--- src/rtl/proj_pkg.sv ---
// Shared genome/kmer types and constants for the FM kmer reader.
package proj_pkg;
  localparam int GENOME_BTYE   = 8;
  localparam int BASE_LEN      = 4;
  localparam int KMER_LEN      = 4;
  localparam int FM_KMER_POS_W = 16;

  typedef logic [BASE_LEN-1:0]          base_t;
  typedef logic [KMER_LEN*BASE_LEN-1:0] kmer_t;

  localparam base_t BASE_A = 4'b0001;
  localparam base_t BASE_C = 4'b0010;
  localparam base_t BASE_G = 4'b0100;
  localparam base_t BASE_T = 4'b1000;

  typedef enum logic [1:0] {
    ST_IDLE = 2'd0,
    ST_LO   = 2'd1,
    ST_HI   = 2'd2
  } rd_state_e;
endpackage

--- src/rtl/fm_kmer_window.sv ---
// K-base sliding window: newest base enters the low nibble; fill saturates at K.
module fm_kmer_window
  import proj_pkg::*;
#(
  parameter int BASE_W = BASE_LEN,
  parameter int K      = KMER_LEN
) (
  input  logic                clk,
  input  logic                rst,
  input  logic                shift_i,
  input  logic                clear_i,
  input  logic [BASE_W-1:0]   base_i,
  output logic [K*BASE_W-1:0] win_nxt_o,
  output logic                full_o
);
  localparam int FW = $clog2(K + 1);

  logic [K*BASE_W-1:0] win_q, win_d;
  logic [FW-1:0]       fill_q, fill_d, fill_inc;

  always_comb begin
    fill_inc  = (fill_q == FW'(K)) ? fill_q : fill_q + 1'b1;
    win_nxt_o = {win_q[(K-1)*BASE_W-1:0], base_i};
    // full reflects the post-shift window, which is what the reader registers
    full_o    = shift_i && (fill_inc == FW'(K));
    win_d     = win_q;
    fill_d    = fill_q;
    if (clear_i) begin
      win_d  = '0;
      fill_d = '0;
    end else if (shift_i) begin
      win_d  = win_nxt_o;
      fill_d = fill_inc;
    end
  end

  always_ff @(posedge clk or posedge rst) begin
    if (rst) begin
      win_q  <= '0;
      fill_q <= '0;
    end else begin
      win_q  <= win_d;
      fill_q <= fill_d;
    end
  end
endmodule

--- src/rtl/fm_kmer_reader.sv ---
// Unpacks genome bytes into one-hot bases and streams K-base kmers with position/last.
// FM_KMER_READER_BASE_CHECK_EN: reject non-one-hot nibbles and raise sticky bad_base.
module fm_kmer_reader
  import proj_pkg::*;
#(
  parameter int BYTE_W = GENOME_BTYE,
  parameter int BASE_W = BASE_LEN,
  parameter int K      = KMER_LEN
) (
  input  logic                     clk,
  input  logic                     rst,
  input  logic                     in_valid,
  output logic                     in_ready,
  input  logic [BYTE_W-1:0]        in_data,
  input  logic                     in_last,
  output logic                     kmer_valid,
  input  logic                     kmer_ready,
  output logic [K*BASE_W-1:0]      kmer_data,
  output logic                     kmer_last,
  output logic [FM_KMER_POS_W-1:0] kmer_pos,
  output logic                     frag_short,
  output logic                     bad_base
);
  rd_state_e state_q, state_d;

  logic [BYTE_W-1:0]        byte_q;
  logic                     last_q;
  logic [FM_KMER_POS_W-1:0] pos_q;
  logic                     kv_q, kl_q, fs_q;
  logic [K*BASE_W-1:0]      kd_q;
  logic [FM_KMER_POS_W-1:0] kp_q;

  logic                advance, accept, hi_base, frag_end, base_ok;
  logic                do_shift, do_clear, full;
  logic [BASE_W-1:0]   base;
  logic [K*BASE_W-1:0] win_nxt;

  always_ff @(posedge clk or posedge rst) begin
    if (rst) state_q <= ST_IDLE;
    else     state_q <= state_d;
  end

  always_comb begin
    state_d = state_q;
    case (state_q)
      ST_IDLE: if (accept)  state_d = ST_LO;
      ST_LO:   if (advance) state_d = ST_HI;
      ST_HI:   if (advance) state_d = accept ? ST_LO : ST_IDLE;
      default: state_d = ST_IDLE;
    endcase
  end

  always_comb begin
    advance  = (state_q != ST_IDLE) && (!kv_q || kmer_ready);
    in_ready = !rst && ((state_q == ST_IDLE) || ((state_q == ST_HI) && advance));
    accept   = in_valid && in_ready;
    hi_base  = (state_q == ST_HI);
    base     = hi_base ? byte_q[2*BASE_W-1:BASE_W] : byte_q[BASE_W-1:0];
    frag_end = advance && hi_base && last_q;
    do_shift = advance && base_ok;
    do_clear = frag_end || (advance && !base_ok);
  end

`ifdef FM_KMER_READER_BASE_CHECK_EN
  logic bad_q;
  assign base_ok = (base != '0) && ((base & (base - 1'b1)) == '0);
  always_ff @(posedge clk or posedge rst) begin
    if (rst)                      bad_q <= 1'b0;
    else if (advance && !base_ok) bad_q <= 1'b1;
  end
  assign bad_base = bad_q;
`else
  assign base_ok  = 1'b1;
  assign bad_base = 1'b0;
`endif

  fm_kmer_window #(.BASE_W(BASE_W), .K(K)) u_win (
    .clk       (clk),
    .rst       (rst),
    .shift_i   (do_shift),
    .clear_i   (do_clear),
    .base_i    (base),
    .win_nxt_o (win_nxt),
    .full_o    (full)
  );

  always_ff @(posedge clk or posedge rst) begin
    if (rst) begin
      byte_q <= '0;
      last_q <= 1'b0;
      pos_q  <= '0;
      kv_q   <= 1'b0;
      kd_q   <= '0;
      kp_q   <= '0;
      kl_q   <= 1'b0;
      fs_q   <= 1'b0;
    end else begin
      if (accept) begin
        byte_q <= in_data;
        last_q <= in_last;
      end
      fs_q <= frag_end && !full;
      // advance only happens once any previous kmer has been taken
      if (advance) begin
        kv_q <= full;
        if (full) begin
          kd_q <= win_nxt;
          kp_q <= pos_q;
          kl_q <= frag_end;
        end
      end else if (kv_q && kmer_ready) begin
        kv_q <= 1'b0;
      end
      if (frag_end)  pos_q <= '0;
      else if (full) pos_q <= pos_q + 1'b1;
    end
  end

  assign kmer_valid = kv_q;
  assign kmer_data  = kd_q;
  assign kmer_pos   = kp_q;
  assign kmer_last  = kl_q;
  assign frag_short = fs_q;
endmodule

--- config.mk ---
export PLATFORM = sky130hd
export DESIGN_NAME = fm_kmer_reader
export DESIGN_NICKNAME = d
export VERILOG_FILES = /design/src/rtl/proj_pkg.sv /design/src/rtl/fm_kmer_window.sv /design/src/rtl/fm_kmer_reader.sv
export SDC_FILE = /design/constraint.sdc
export NUM_CORES = 1
export LEC_CHECK = 0
export CAP_MARGIN = 20
export CORE_MARGIN = 8
export CORE_UTILIZATION = 42
export CTS_CLUSTER_SIZE = 40
export DETAILED_ROUTE_END_ITERATION = 12
export PLACE_DENSITY = 0.65
export SLEW_MARGIN = 20
export SYNTH_ARGS = -nofsm -noshare
export SYNTH_HDL_FRONTEND = slang
export SYNTH_SLANG_ARGS = --single-unit
--- constraint.sdc ---
create_clock -name clk -period 3.1 [get_ports clk]
set_clock_uncertainty 0.15 [all_clocks]
set_input_delay 0.62 -clock clk [delete_from_list [all_inputs] [get_ports clk]]
set_output_delay 0.62 -clock clk [all_outputs]
set_load 0.05 [all_outputs]
# Word level (Yosys, flattened, before mapping)
# Cells that the tools add are included.
# word_totals
ff_bits	77
latch_bits	0
ramBits	0
mem_bits_ro	0
input_bits	13
wordCells	55
n_memories	0
# op_classes
addsub	2
multipliers	0
div	0
magnitude_cmp	0
eq_ne	7
shift	0
muxes	15
n_bitwise	0
reduce_logical	20
# op_table
operator	n
2-to-1 mux 16 bit	2
2-to-1 mux 12 bit	2
adder 16 x 1 -> 16 bit (second input constant)	1
2-to-1 mux 3 bit	3
logical AND 1 bit	8
nonzero test 2 bit	4
== test 3 bit (second input constant)	2
2-to-1 mux 2 bit	3
one-hot mux 2 bit (3 select lines)	1
2-to-1 mux 4 bit	1
!= test 2 x 1 -> 1 bit (second input constant)	2
adder 3 x 1 -> 3 bit (second input constant)	1
logical NOT 1 bit	3
2-to-1 mux 1 bit	3
AND reduction 3 bit	1
== test 2 x 1 -> 1 bit (second input constant)	1
== test 2 bit (second input constant)	1
logical NOT 2 bit	1
logical OR 1 bit	2
!= test 2 bit (second input constant)	1
AND reduction 2 bit	1

# Longest topological paths before layout
# logic_depth
ltp_word	10
depth_mapped	8
depth_no_buf	7

# Modules after synthesis
# Synthesis repeated with hierarchy kept, for this count alone.
# hier_totals
cells_unflattened	256
area_unflattened_um2	3295.7
# modules_own_cells
mod	instances	cells_per_inst	area_each_um2
fm_kmer_reader	1	191	2568.7
fm_kmer_window	1	65	726.9

# Worst setup path before layout
# OpenSTA, ideal clock, no wires.
# synth_path
path_kind	reg2reg
start	register kv_q (netlist: kmer_valid)
end	register byte_q[0]
setup_ns	0.128
t_arrival_ns	3.044
required_ns	2.822
setup_slack_ns	-0.222
stages_incl_launch_ff	5
n_path_buf	0
synth_period_minus_slack_ns	3.322
path_cell_list	dfrtp_1 > nor2b_1 > a211oi_1 > nand2_1 > mux2_1
# synth_between
elab_chain_len	7
# synth_rtl
item	line_no	text
from (decl)	fm_kmer_reader.sv:29	logic kv_q, kl_q, fs_q;
from (signal assigned)	fm_kmer_reader.sv:105	kv_q <= full;
logical NOT 1 bit	fm_kmer_reader.sv:54	advance = (state_q != ST_IDLE) && (!kv_q || kmer_ready);
logical OR 1 bit	fm_kmer_reader.sv:54	
logical AND 1 bit	fm_kmer_reader.sv:54	
logical AND 1 bit	fm_kmer_reader.sv:55	in_ready = !rst && ((state_q == ST_IDLE) || ((state_q == ST_HI) && advance));
logical OR 1 bit	fm_kmer_reader.sv:55	
logical AND 1 bit	fm_kmer_reader.sv:55	
net in_ready	fm_kmer_reader.sv:13	output logic in_ready,
logical AND 1 bit	fm_kmer_reader.sv:56	accept = in_valid && in_ready;
to (signal assigned)	fm_kmer_reader.sv:99	byte_q <= in_data;
to (decl)	fm_kmer_reader.sv:26	logic [BYTE_W-1:0] byte_q;
# The timed path passes the listed nets, and every way through them passes these cells.
# A chain may end at the register's enable or synchronous reset.

# Worst setup path after layout
# layout_path
start	input kmer_ready
end	output in_ready
# layout_between
elab_chain_len	5
# layout_rtl
item	line_no	text
from (decl)	fm_kmer_reader.sv:17	input logic kmer_ready,
logical OR 1 bit	fm_kmer_reader.sv:54	
logical AND 1 bit	fm_kmer_reader.sv:54	
logical AND 1 bit	fm_kmer_reader.sv:55	
logical OR 1 bit	fm_kmer_reader.sv:55	
logical AND 1 bit	fm_kmer_reader.sv:55	
to (decl)	fm_kmer_reader.sv:13	
# No other way between the ends.

==> flow_summary.yaml <==
floorplanning:
  die_h_um: 105
  initial_core_util_pct: 43.1
  die_w_um: 105
  dieArea_um2: 11000
  core_um2: 7690
  rows: 32
  ioPinCount: 50
power_and_ir_drop:
  p_leak_nw: 1.93
  vdd_drop_max_uv: 374
  powerDensity_nw_per_um2: 874
clock_tree:
  cts.htree.levels: 3
  clock_sinks: 77
  cts_hold_buf: 0
  clk_latency_ps: 350
  cts_root_buf: "clkbuf_8"
  postCtsSetupBuffers: 0
  cts_resized: 0
  cts_buffer_depth: 2
  path_clk_slew_ps: 70
  cts_tree: "built"
  numCtsBuffers: 9
detailed_routing:
  drtAntennaViolNets: 0
  num_vias: 2193
  drt-wirelength-per-cell_um: 14.2
  wl_mm: 6.20
  drt-vias-per-instance: 5.04
  first_iter_violations: 108
  firstDrtPassIters: 5
  drc: 0
global_route:
  grt_use_total_pct: 12.4
  antenna_found_initial: 0
  overflow: 0
  grt_pass1_vias: 2257
  grt_start_max_net_pins: 78
  grt_pass1_wl_mm: 11.1
placed_design:
  io_buffers: 48
  place_congestion: 0.729
  dp_hpwl_mm: 4.18
sta:
  slew_violations: 0
  setup_viol: 0
  tightest_slew_ps: 595
  fmax_mhz: 395
  setup_tns_ps: 0
  final_hold_viol_count: 0
  relSlewSlack_pct: 60.3
  rsz0062_at_grt: "no"
  finalCritPeriodShare_pct: 81.6
  min_period_ps: 2530
yosys:
  yosysTopAreaCell: "dfrtp_1"
  synth_seq_cells: 77
  syn_nets: 292
  synthTopCellsByArea: "dfrtp_1, mux2_1, nand2_1"
  avgSynthCellArea_um2: 12.0
  postSynthCellCount: 276
  yosysWarningCount: 0
  synth.yosys.seq_area_share_pct: 58.1
  synth_area_um2: 3320
  ys_types: 38
  yosys.area.top_type_share_pct: 58.1
worst_setup_path:
  crit_slowest_cell: "clkdlybuf4s50_1"
  slowest_delay_ps: 420
  arrival_ps: 1760
  path_cells: "clkdlybuf4s50_1 > nor2b_1 > a211oi_2 > buf_12"
  start_kind: "input port"
  crit_path_end_kind: "output port"
  critical_path_required_ps: 2330
  worstPathMaxFanout: 6
  crit_type: "in2out"
final_layout:
  post-route-util_pct: 54.6
  final_common_cell: "dfrtp_1"
  mostFrequentLayoutCells: "dfrtp_1, clkdlybuf4s50_1, mux2_1, nand2_1, nor2_1"
  diodes: 0
  nNetsFinal: 344
  fillers: 698
  syn_to_final_growth_pct: 26.5
  drive_gt1_share_pct: 10.2
run_status:
  status: "finished, final reports clean"
min_path:
  hold_class: "reg2reg"
flow_run:
  cap_viol_max_count: 0
flip-flops by register name (all words and copies together) (netlist names):
signal and flops:
u_win.win_q 12, last_q 1, u_win.fill_q 3, kmer_last 1, kmer_data 16, kmer_valid 1
pos_q 16, frag_short 1, byte_q 8, state_q 2, kmer_pos 16
per-layer routing:
layer / global-route usage, % / wire length (um) / up-vias
met2: 17.8 / 2760 / 47
met1: 16.1 / 2980 / 1070
li1: - / - / 1066
met5: 0 / 0 / -
met4: 7.03 / 147 / 0
met3: 4.18 / 304 / 10
final timing paths:
check / start / end / slack (ps) / cells after the start
hold / removal: u_win.win_q[9] / u_win.win_q[9] / 320 / 2
hold reg to reg: u_win.win_q[9] / u_win.win_q[9] / 320 / 2
setup reg to reg: u_win.fill_q[0] / pos_q[14] / 730 / 7
max in group asynchronous: rst / kmer_data[8] / 1910 / 3
min in group asynchronous: rst / kmer_valid / 560 / 3
setup / recovery: kmer_ready / in_ready / 570 / 4
worst max-delay path, delay by kind of cell:
| kind | cells | cell delay, ps |
|---|---|---|
| compound gates | 1 | 170 |
| buf+inv | 2 | 600 |
| simple gates | 1 | 370 |
Yosys cell counts (all sizes together):
cell type and n:
or3 3, and3 6, nor3b 1, nor2 23, o2111ai 7, a21oi 9
nand3b 1, mux2i 6, o211ai 2, nand3 12, and2b 1, a211oi 2
clkbuf 5, conb 1, or2 1, o31ai 4, ha 3, o21a 1
xnor2 2, buf 7, and4 1, xor2 10, nor2b 3, and2 1
nand2b 3, o21ai 10, inv 4, dfrtp 77, mux2 38, nor3 2
nand2 30
where the power goes:
part	internal [mW]	leakage, nW	switching [mW]
logic	0.469	0.796	0.814
clock network	0.601	0.130	0.348
registers	1.25	1.01	0.179
area by class of cell:
type	count	area, um2	share of cell area [%]
well taps	102	128	3.04
clock buffers	13	169	4.03
multi-input cells	183	1310	31.3
clock inverters	3	90.1	2.15
inverters	4	15.0	0.358
repair buffers	53	553	13.2
flip-flops and latches	77	1930	45.9
logic make-up (layout without fill, tap and decap cells):
logic type	count (synthesis)	count (layout)	share of synthesized area [%]
AO/OA/AOI/OAI	35	35	7.40
XOR/XNOR	12	12	3.17
adder cells (fa/ha/maj)	3	3	1.13
buffers and inverters	16	73	2.45
flip-flops	77	77	58.1
multiplexers	44	44	14.7
other	1	1	0.113
AND/OR/NAND/NOR	88	88	12.9
stage by stage:
| stage | worst slack, ps | hold WS (ps) | instance area, um2 | total power [mW] | cells |
|---|---|---|---|---|---|
| global placement | 574 | 302 | 3940 | 2.72 | 419 |
| CTS | 569 | 328 | 4190 | 3.71 | 435 |
| detailed placement | 499 | 312 | 3940 | 2.75 | 419 |
| global route | 450 | 352 | 4190 | 3.88 | 435 |
| finish | 569 | 318 | 4190 | 3.66 | 435 |
| floorplan | 363 | 285 | 3320 | 2.33 | 276 |
Note: power is estimated with default switching activity, not from simulation.
